--- config.mk ---
export PLATFORM = sky130hd
export DESIGN_NAME = dcp_run_ctrl
export DESIGN_NICKNAME = d
export VERILOG_FILES = /design/src/rtl/dcp_pkg.sv /design/src/rtl/dcp_bp_table.sv /design/src/rtl/dcp_run_ctrl.sv
export SDC_FILE = /design/constraint.sdc
export NUM_CORES = 1
export LEC_CHECK = 0
export CAP_MARGIN = 20
export CORE_MARGIN = 1
export CORE_UTILIZATION = 45
export CTS_CLUSTER_SIZE = 28
export DETAILED_ROUTE_END_ITERATION = 8
export MAX_ROUTING_LAYER = met4
export PLACE_DENSITY = 0.64
export SETUP_SLACK_MARGIN = 0.3
export SLEW_MARGIN = 20
export SYNTH_ARGS = -nofsm -noshare
export SYNTH_HDL_FRONTEND = slang
export SYNTH_SLANG_ARGS = --single-unit
export TNS_END_PERCENT = 10
--- constraint.sdc ---
create_clock -name clk -period 4.6 [get_ports clk]
set_clock_uncertainty 0.05 [all_clocks]
set_input_delay 0.46 -clock clk [delete_from_list [all_inputs] [get_ports clk]]
set_output_delay 0.46 -clock clk [all_outputs]
set_load 0.03 [all_outputs]
--- src/rtl/dcp_pkg.sv ---
// Shared encodings for the debug-control-port run controller.
package dcp_pkg;

  localparam logic [31:0] CYC_LIMIT_DEF = 32'd1_000_000;

  // Run modes, sampled with start
  localparam logic [1:0] MODE_STEP = 2'b00;
  localparam logic [1:0] MODE_GO   = 2'b01;
  localparam logic [1:0] MODE_CYC  = 2'b10;
  localparam logic [1:0] MODE_RSV  = 2'b11;  // behaves as CYC

  // Halt reason codes
  localparam logic [1:0] HALT_DONE  = 2'd0;
  localparam logic [1:0] HALT_BRK   = 2'd1;
  localparam logic [1:0] HALT_ABORT = 2'd2;
  localparam logic [1:0] HALT_TMO   = 2'd3;

  // Controller states
  localparam logic [1:0] ST_IDLE = 2'd0;
  localparam logic [1:0] ST_HI   = 2'd1;
  localparam logic [1:0] ST_LO   = 2'd2;
  localparam logic [1:0] ST_DONE = 2'd3;

  // Breakpoint table write request
  typedef struct packed {
    logic        we;
    logic [1:0]  idx;
    logic        en;
    logic [31:0] addr;
  } bp_wr_t;

  // Increment that sticks at all-ones
  function automatic logic [31:0] sat_inc(input logic [31:0] v);
    return (&v) ? v : v + 32'd1;
  endfunction

endpackage

--- src/rtl/dcp_bp_table.sv ---
// Breakpoint table: NBP address/valid entries with a parallel compare
// against the CPU next-PC. Match is purely combinational.
module dcp_bp_table
  import dcp_pkg::*;
#(
  parameter int NBP = 4
) (
  input  logic        clk,
  input  logic        rst,
  input  bp_wr_t      wr,
  input  logic [31:0] npc,
  output logic        match
);

  logic [NBP-1:0] hit;

  for (genvar i = 0; i < NBP; i++) begin : g_ent
    logic        vld;
    logic [31:0] addr;
    logic        sel;

    assign sel = wr.we && (wr.idx == 2'(i));

    // Valid bit: cleared by reset, loaded on a write to this entry
    always_ff @(posedge clk) begin
      if (rst)      vld <= 1'b0;
      else if (sel) vld <= wr.en;
    end

    // Address needs no reset; it is qualified by the valid bit
    always_ff @(posedge clk) begin
      if (sel) addr <= wr.addr;
    end

    assign hit[i] = vld && (addr == npc);
  end

  assign match = |hit;

endmodule

--- src/rtl/dcp_run_ctrl.sv ---
// Run controller: generates single CPU clock pulses (HI then LO) for
// STEP / GO / CYC runs, stops on abort, breakpoint, completion or timeout.
module dcp_run_ctrl
  import dcp_pkg::*;
#(
  parameter int          NBP       = 4,
  parameter logic [31:0] CYC_LIMIT = CYC_LIMIT_DEF
) (
  input  logic        clk,
  input  logic        rst,
  input  logic        start,
  input  logic [1:0]  mode,
  input  logic        abort,
  input  logic        bp_we,
  input  logic [1:0]  bp_idx,
  input  logic        bp_en,
  input  logic [31:0] bp_addr,
  input  logic        pc_chk,
  input  logic [31:0] npc,
  output logic        clk_cpu,
  output logic        busy,
  output logic        done,
  output logic [1:0]  halt_rsn,
  output logic [31:0] instr_cnt
);

  logic [1:0]  state, state_nx;
  logic [1:0]  mode_q;
  logic [1:0]  rsn_nx;
  logic [31:0] cyc_cnt;
  logic        stop;
  logic        bp_hit;
  logic        is_go, is_step, is_cyc;
  bp_wr_t      bp_wr;

  // Table is frozen while a run is active
  assign bp_wr = '{we: bp_we && (state == ST_IDLE), idx: bp_idx,
                   en: bp_en, addr: bp_addr};

  dcp_bp_table #(.NBP(NBP)) u_bp (
    .clk   (clk),
    .rst   (rst),
    .wr    (bp_wr),
    .npc   (npc),
    .match (bp_hit)
  );

  assign is_go   = (mode_q == MODE_GO);
  assign is_step = (mode_q == MODE_STEP);
  assign is_cyc  = mode_q[1];  // CYC and reserved

  // Next state and stop decision; stop causes are tested in priority order
  always_comb begin
    state_nx = state;
    stop     = 1'b0;
    rsn_nx   = HALT_DONE;
    case (state)
      ST_IDLE: if (start) state_nx = ST_HI;
      ST_HI:   state_nx = ST_LO;
      ST_LO: begin
        stop = 1'b1;
        if (abort)                              rsn_nx = HALT_ABORT;
        else if (is_go && pc_chk && bp_hit)     rsn_nx = HALT_BRK;
        else if (is_cyc || (is_step && pc_chk)) rsn_nx = HALT_DONE;
        else if (cyc_cnt == CYC_LIMIT - 32'd1)  rsn_nx = HALT_TMO;
        else                                    stop   = 1'b0;
        state_nx = stop ? ST_DONE : ST_HI;
      end
      default: state_nx = ST_IDLE;
    endcase
  end

  // State, CPU clock pulse, mode latch, cycle counter and halt reason
  always_ff @(posedge clk) begin
    if (rst) begin
      state    <= ST_IDLE;
      clk_cpu  <= 1'b0;
      mode_q   <= MODE_STEP;
      cyc_cnt  <= 32'd0;
      halt_rsn <= HALT_DONE;
    end else begin
      state   <= state_nx;
      clk_cpu <= (state_nx == ST_HI);
      if (state == ST_IDLE && start) begin
        mode_q   <= mode;
        cyc_cnt  <= 32'd0;
        halt_rsn <= HALT_DONE;
      end
      if (state == ST_LO) begin
        if (stop) halt_rsn <= rsn_nx;
        else      cyc_cnt  <= cyc_cnt + 32'd1;
      end
    end
  end

  // Completed-instruction counter, counts the stopping cycle too
  always_ff @(posedge clk) begin
    if (rst)                          instr_cnt <= 32'd0;
    else if (state == ST_LO && pc_chk) instr_cnt <= sat_inc(instr_cnt);
  end

  assign busy = (state != ST_IDLE);
  assign done = (state == ST_DONE);

endmodule

==> key figures, run 1 <==
Run status
  – Outcome: complete, no violations

Setup path
  – Critical Path Start Type: register
  – R2r startpoint: cyc_cnt[0]
  – Worst Setup Path Type: reg -> reg
  – CP Capture Type: register
  – Reg2Reg Capture Point: cyc_cnt[3]
  – Worst Path Arrival: 3.59 ns
  – CP Max Fanout: 30
  – Worst reg2reg setup slack: 1.38 ns
  – FF-to-FF path depth: 7
  – Critical Path RT: 4.97 ns

Synth
  – Yosys warns: 0
  – #FFs+latches synth: 203
  – Syn_nets: 910
  – Share of the synthesized area in the top cell type: 40.5%
  – Async S/R FF share, synth: 0%
  – Number of flops mapped to enable cells by yosys: 128
  – Synth area leader: edfxtp_1
  – Seq/Total Area, Yosys: 56.3%
  – Most common cell in the synthesized netlist: edfxtp_1
  – Syn_area_per_cell: 11.4 sq um
  – Synth Cell Area: 0.00950 sq mm
  – Post-synth top flop: edfxtp_1
  – Cells after synthesis: 833
  – Top cells by count, synth: 128 x edfxtp_1, 120 x xor2_1, 75 x dfxtp_1
  – Main area contributors after synthesis: edfxtp_1 40%, dfxtp_1 16%, xor2_1 11%
  – Synth unique cells: 55

Pwr
  – Peak supply drop: 0.000225 V
  – Clock network fraction of total power: 43.5%
  – Combinational group share of total power: 8.4%
  – Switching share of total power: 23.5%
  – Lkg Pwr: 3.82 nW
  – Power Density: 357 mW/mm^2
  – Internal power: 3.19 mW
  – Sequential share of power: 48.1%
  – Pwr Total: 4.16 mW
  – P_sw: 0.976 mW

STA
  – Post-route clock period utilization: 70.0%
  – Worst slew pin tran: 1.01 ns
  – Fin. Hold Viols: 0
  – Max Fclk: 311 MHz
  – Worst slew margin: 32.8%
  – Max Transition Viols Final: 0
  – Setup violations, final: 0
  – Final setup margin: 1.38 ns
  – TNS Setup: 0 ns
  – RSZ-0062 raised after global routing: false
  – Final Critical Period: 3.22 ns

GRT
  – GRT met1 Usage: 34.7%
  – GR Overflow Total: 0
  – Met2 Track Usage GR: 34.2%
  – Met3 Usage GRT: 4.53%
  – Initial antenna violation count: 0
  – Total track usage: 23.7%
  – Number of global-route vias before repair: 6,803
  – First-pass GRT wire length: 38,600 um
  – Largest net degree at the start of global routing: 40
  – Most Used Layer, Global Route: met1

CTS
  – CTS tree: yes
  – Root buffer cell: clkbuf_16
  – Number of buffers created by CTS: 23
  – Post-CTS setup buffers: 0
  – CTS resizes: 0
  – Clock Pin Slew Worst Setup and Hold Paths: 0.06 ns
  – H-tree depth: 1
  – Hold bufs inserted after CTS: 0
  – CTS sink count: 203
  – Clk buf depth: 3
  – Clock latency on the worst-skew pair: 0.52 ns

Floorplan
  – Ports: 112
  – Height of the chip: 147 um
  – Core area: 0.0205 sq mm
  – Num rows: 52
  – Initial Utilization: 46.3%
  – Die area: 0.0217 sq mm
  – Die X: 147 um

Routing
  – Vias post-DR: 7,165
  – WL per Instance: 20.1 um
  – Drt total wl: 24,800 um
  – Number of DRC markers in iteration 0: 726
  – Post-route ant nets: 0
  – Vias/cell: 5.79
  – TritonRoute pass-1 iters: 5
  – DRC viols: 0

Layout
  – Design area: 0.0117 sq mm
  – Layout cells sized above 1: 6.61%
  – Post-layout util: 56.9%
  – Area growth syn-to-layout: 22.7%
  – N_diodes: 0
  – Fillers: 1,792
  – Nets: 1,028

Hold path
  – Hold path startpoint: mode_q[1]
  – Hold Path Sink: mode_q[1]
  – Min-Delay Path Class: reg -> reg
  – Hold path cells: 2

Place
  – DP Area: 0.0109 sq mm
  – Number of I/O port buffers: 111
  – GP Congestion: 0.986
  – DP Wirelength: 17,700 um
  – Place WS: 1.04 ns

Run
  – Max-cap violations: 0
==> critical path: stages, from the launching register on <==
cell,delay [ns]
dfxtp_1,0.37
ha_1,0.18
and2_1,0.16
nand4_1,0.12
nor4_1,0.59
or3_1,0.86
o21ai_1,0.46
o221ai_1,0.31
==> registers in the layout, summed over array words and instances (netlist names) <==
signal,flops
cyc_cnt,32
halt_rsn,2
mode_q,2
state,2
clk_cpu,1
u_bp.g_ent.vld,4
instr_cnt,32
u_bp.g_ent.addr,128
==> per-layer routing <==
layer	up-vias	wire length (um)	share of wire, %
li1	3398	-	-
met1	3441	11800	47
met2	296	10700	43
met3	30	2050	8.2
met4	0	350	1.4
met5	-	0	0
==> worst max path at each step <==
stage / start / end / slack [ns] / depth (start not counted)
after floorplan: state[0] / u_bp.g_ent[1].vld / 0.91 / 5
after detailed placement: npc[4] / cyc_cnt[3] / 1.04 / 9
final: cyc_cnt[0] / cyc_cnt[3] / 1.38 / 7
after global placement: npc[4] / cyc_cnt[5] / 1.19 / 9
after CTS: cyc_cnt[0] / cyc_cnt[3] / 1.44 / 7
after global routing: cyc_cnt[14] / cyc_cnt[5] / 1.03 / 6
==> layout by cell type, fill, tap and decap left out, types with 7 or more instances in the layout <==
cell type	Yosys	final
o41ai_1	8	7
xor2_1	120	120
xnor2_1	34	34
nor3_1	25	24
o2111ai_1	7	7
and3_1	13	13
nor2_1	48	48
nand3_1	33	33
or3_1	8	8
clkbuf_16	0	23
and2_1	7	7
o21ai_0	14	14
dfxtp_1	75	75
nand2_1	46	46
buf_4	0	10
inv_1	19	19
mux2i_1	7	7
nor4_1	71	71
nand4_1	44	44
and4_1	11	11
clkdlybuf4s50_1	0	110
edfxtp_1	128	128
a21oi_1	16	16
or4_1	7	7
==> cells by family after synthesis <==
kind of cell / count (synthesis) / share of synthesized area, %
simple gates: 346 / 20.7
flops: 203 / 56.3
xor+xnor: 154 / 14.2
compound gates: 70 / 5.12
buf+inv: 47 / 2.19
mux: 11 / 1.21
fa+ha+maj: 2 / 0.263
==> power groups by stage <==
stage | Combinational, mW | Clock [mW] | Sequential (mW)
after CTS | 0.347 | 1.84 | 2.00
final | 0.349 | 1.81 | 2.00
after floorplan | 0.152 | 0 | 2.04
after detailed placement | 0.344 | 0 | 2.04
after global placement | 0.344 | 0 | 2.04
after global routing | 0.371 | 1.91 | 2.01
==> cell type report <==
class	count	area, sq um	area share (%)
sequential	203	5350	45.9
multi-input combinational	583	3970	34.0
timing repair buffer	121	1180	10.1
clock buffer	30	622	5.34
tap	270	338	2.90
clock inverter	12	130	1.12
inverter	19	71.3	0.612
==> through the flow <==
step	hold WS, ns	instances
floorplan	0.386	833
global placement	0.399	1196
detailed placement	0.406	1196
CTS	0.424	1238
global route	0.454	1238
finish	0.423	1238
No activity file was read; power rests on OpenSTA's default activity.
==> run 2: changes to the inputs <==
Clock period 4.6 ns to 3.2 ns, I/O delays scaled along.
==> run 2 against run 1 <==
Sequential power is 44% higher; critical path depth up 3; hold slack worse by 0.079 ns; via count grew 1.7%; first-iteration DRC count shrank 20%; clock-buffer cell count did not move; combinational power rose by 52%; global-route usage rose by 0.33 points.
==> key figures, run 2 (synthesis gave the netlist of run 1 again) <==
GRT
  – Initial antenna violation count: 0
  – First-pass GRT wire length: 38,900 um
  – Number of global-route vias before repair: 6,758
  – Largest net degree at the start of global routing: 44
  – Total track usage: 24.0%
  – GR Overflow Total: 0

Layout
  – Largest register FFs: 128
  – Area of the multi-input gates: 0.00399 sq mm
  – Largest Register: u_bp.g_ent.addr
  – Register area: 0.00535 sq mm
  – Fillers: 1,786
  – Design area: 0.0119 sq mm
  – Layout cells sized above 1: 9.32%
  – Commonest non-fill, non-tap cell in the layout: edfxtp_1
  – Largest regs: u_bp.g_ent.addr: 128 flops, cyc_cnt: 32 flops, instr_cnt: 32 flops
  – Area growth syn-to-layout: 25.7%
  – Final Instance Count excl. Fillers: 1,268
  – Most frequent cells in the layout: 128 x edfxtp_1, 120 x xor2_1, 110 x clkdlybuf4s50_1, 75 x dfxtp_1, 68 x nor4_1
  – N_diodes: 0
  – Nets: 1,059

CTS
  – CTS sink count: 203
  – Clock Pin Slew Worst Setup and Hold Paths: 0.06 ns
  – Number of buffers created by CTS: 22
  – Hold bufs inserted after CTS: 0
  – Clock latency on the worst-skew pair: 0.51 ns
  – Post-CTS setup buffers: 0
  – H-tree depth: 1
  – Clk buf depth: 3
  – CTS tree: yes
  – Root buffer cell: clkbuf_16
  – CTS resizes: 0

STA
  – Setup violations, final: 0
  – TNS Setup: 0 ns
  – Post-route clock period utilization: 87.2%
  – Max Transition Viols Final: 0
  – Max Fclk: 358 MHz
  – Fin. Hold Viols: 0
  – RSZ-0062 raised after global routing: true
  – WHS: 0.344 ns
  – Final Critical Period: 2.79 ns
  – Worst slew pin tran: 0.853 ns
  – Worst slew margin: 43.2%

Place
  – GP Congestion: 0.953
  – Number of I/O port buffers: 111
  – DP Wirelength: 18,000 um
  – DP Area: 0.0112 sq mm
  – Placed insts: 1,228

Floorplan
  – Die X: 147 um
  – Height of the chip: 147 um
  – Core area: 0.0205 sq mm
  – Die area: 0.0217 sq mm
  – Initial Utilization: 46.3%
  – Num rows: 52
  – Ports: 112

Run
  – Max-cap violations: 0

Run status
  – Outcome: complete, no violations

Setup path
  – Worst Path Arrival: 3.12 ns
  – Critical Path RT: 3.53 ns
  – Critical Path Start Type: primary input
  – Worst Setup Path Type: in -> reg
  – CP Capture Type: register
  – CP Max Fanout: 19

Routing
  – TritonRoute pass-1 iters: 5
  – DRC viols: 0
  – Number of DRC markers in iteration 0: 583
  – WL per Instance: 19.6 um
  – Vias post-DR: 7,288
  – Drt total wl: 24,800 um
  – Post-route ant nets: 0
  – Vias/cell: 5.75

Pwr
  – Lkg Pwr: 3.96 nW
  – Power Density: 502 mW/mm^2
  – Peak supply drop: 0.000406 V
  – Pwr Total: 5.99 mW

Hold path
  – Min-Delay Path Class: in -> reg
## run 2: where the power goes
group / switching, mW / internal, mW / leakage, nW
sequential: 0.0259 / 2.85 / 1.77
clock: 1.01 / 1.57 / 0.352
combinational: 0.325 / 0.207 / 1.84
## run 2: area by class of cell
cell class / instances / area share (%)
clock buffers: 30 / 5.13
clock inverters: 10 / 0.996
inverters: 19 / 0.598
multi-input cells: 583 / 33.4
flip-flops and latches: 203 / 44.8
well taps: 270 / 2.83
repair buffers: 153 / 12.2
## run 2: worst paths after layout
kind | from | endpoint | slack [ns] | cells after the start
worst max-delay path | npc[18] | cyc_cnt[10] | 0.41 | 10
worst min-delay path | mode[1] | mode_q[1] | 0.34 | 3
worst max register to register | u_bp.g_ent[1].addr[18] | cyc_cnt[10] | 0.45 | 9
worst min register to register | mode_q[0] | mode_q[0] | 0.41 | 2
## run 2: critical path: stages
cell,delay (ns)
clkdlybuf4s50_1,0.59
xor2_1,0.40
nor4_1,0.13
nand3_1,0.18
nor4_2,0.06
buf_4,0.14
o41a_1,0.41
buf_12,0.18
nor4_1,0.36
mux2_1,0.35
## run 2: layer usage
| layer | GRT usage, % | vias to the layer above | part of all wire [%] |
|---|---|---|---|
| met1 | 35.9 | 3512 | 47 |
| met4 | 6.19 | 0 | 1.9 |
| met2 | 33.9 | 275 | 43 |
| li1 | - | 3465 | - |
| met5 | - | - | 0 |
| met3 | 3.54 | 36 | 7.7 |
## run 2: metrics by stage
| stage | setup WS [ns] | util (%) |
|---|---|---|
| final | 0.410 | 58.2 |
| after CTS | 0.380 | 58.1 |
| after global placement | -0.0191 | 54.6 |
| after floorplan | -0.492 | - |
| after detailed placement | -0.0814 | 54.6 |
| after global routing | 0.298 | 58.2 |
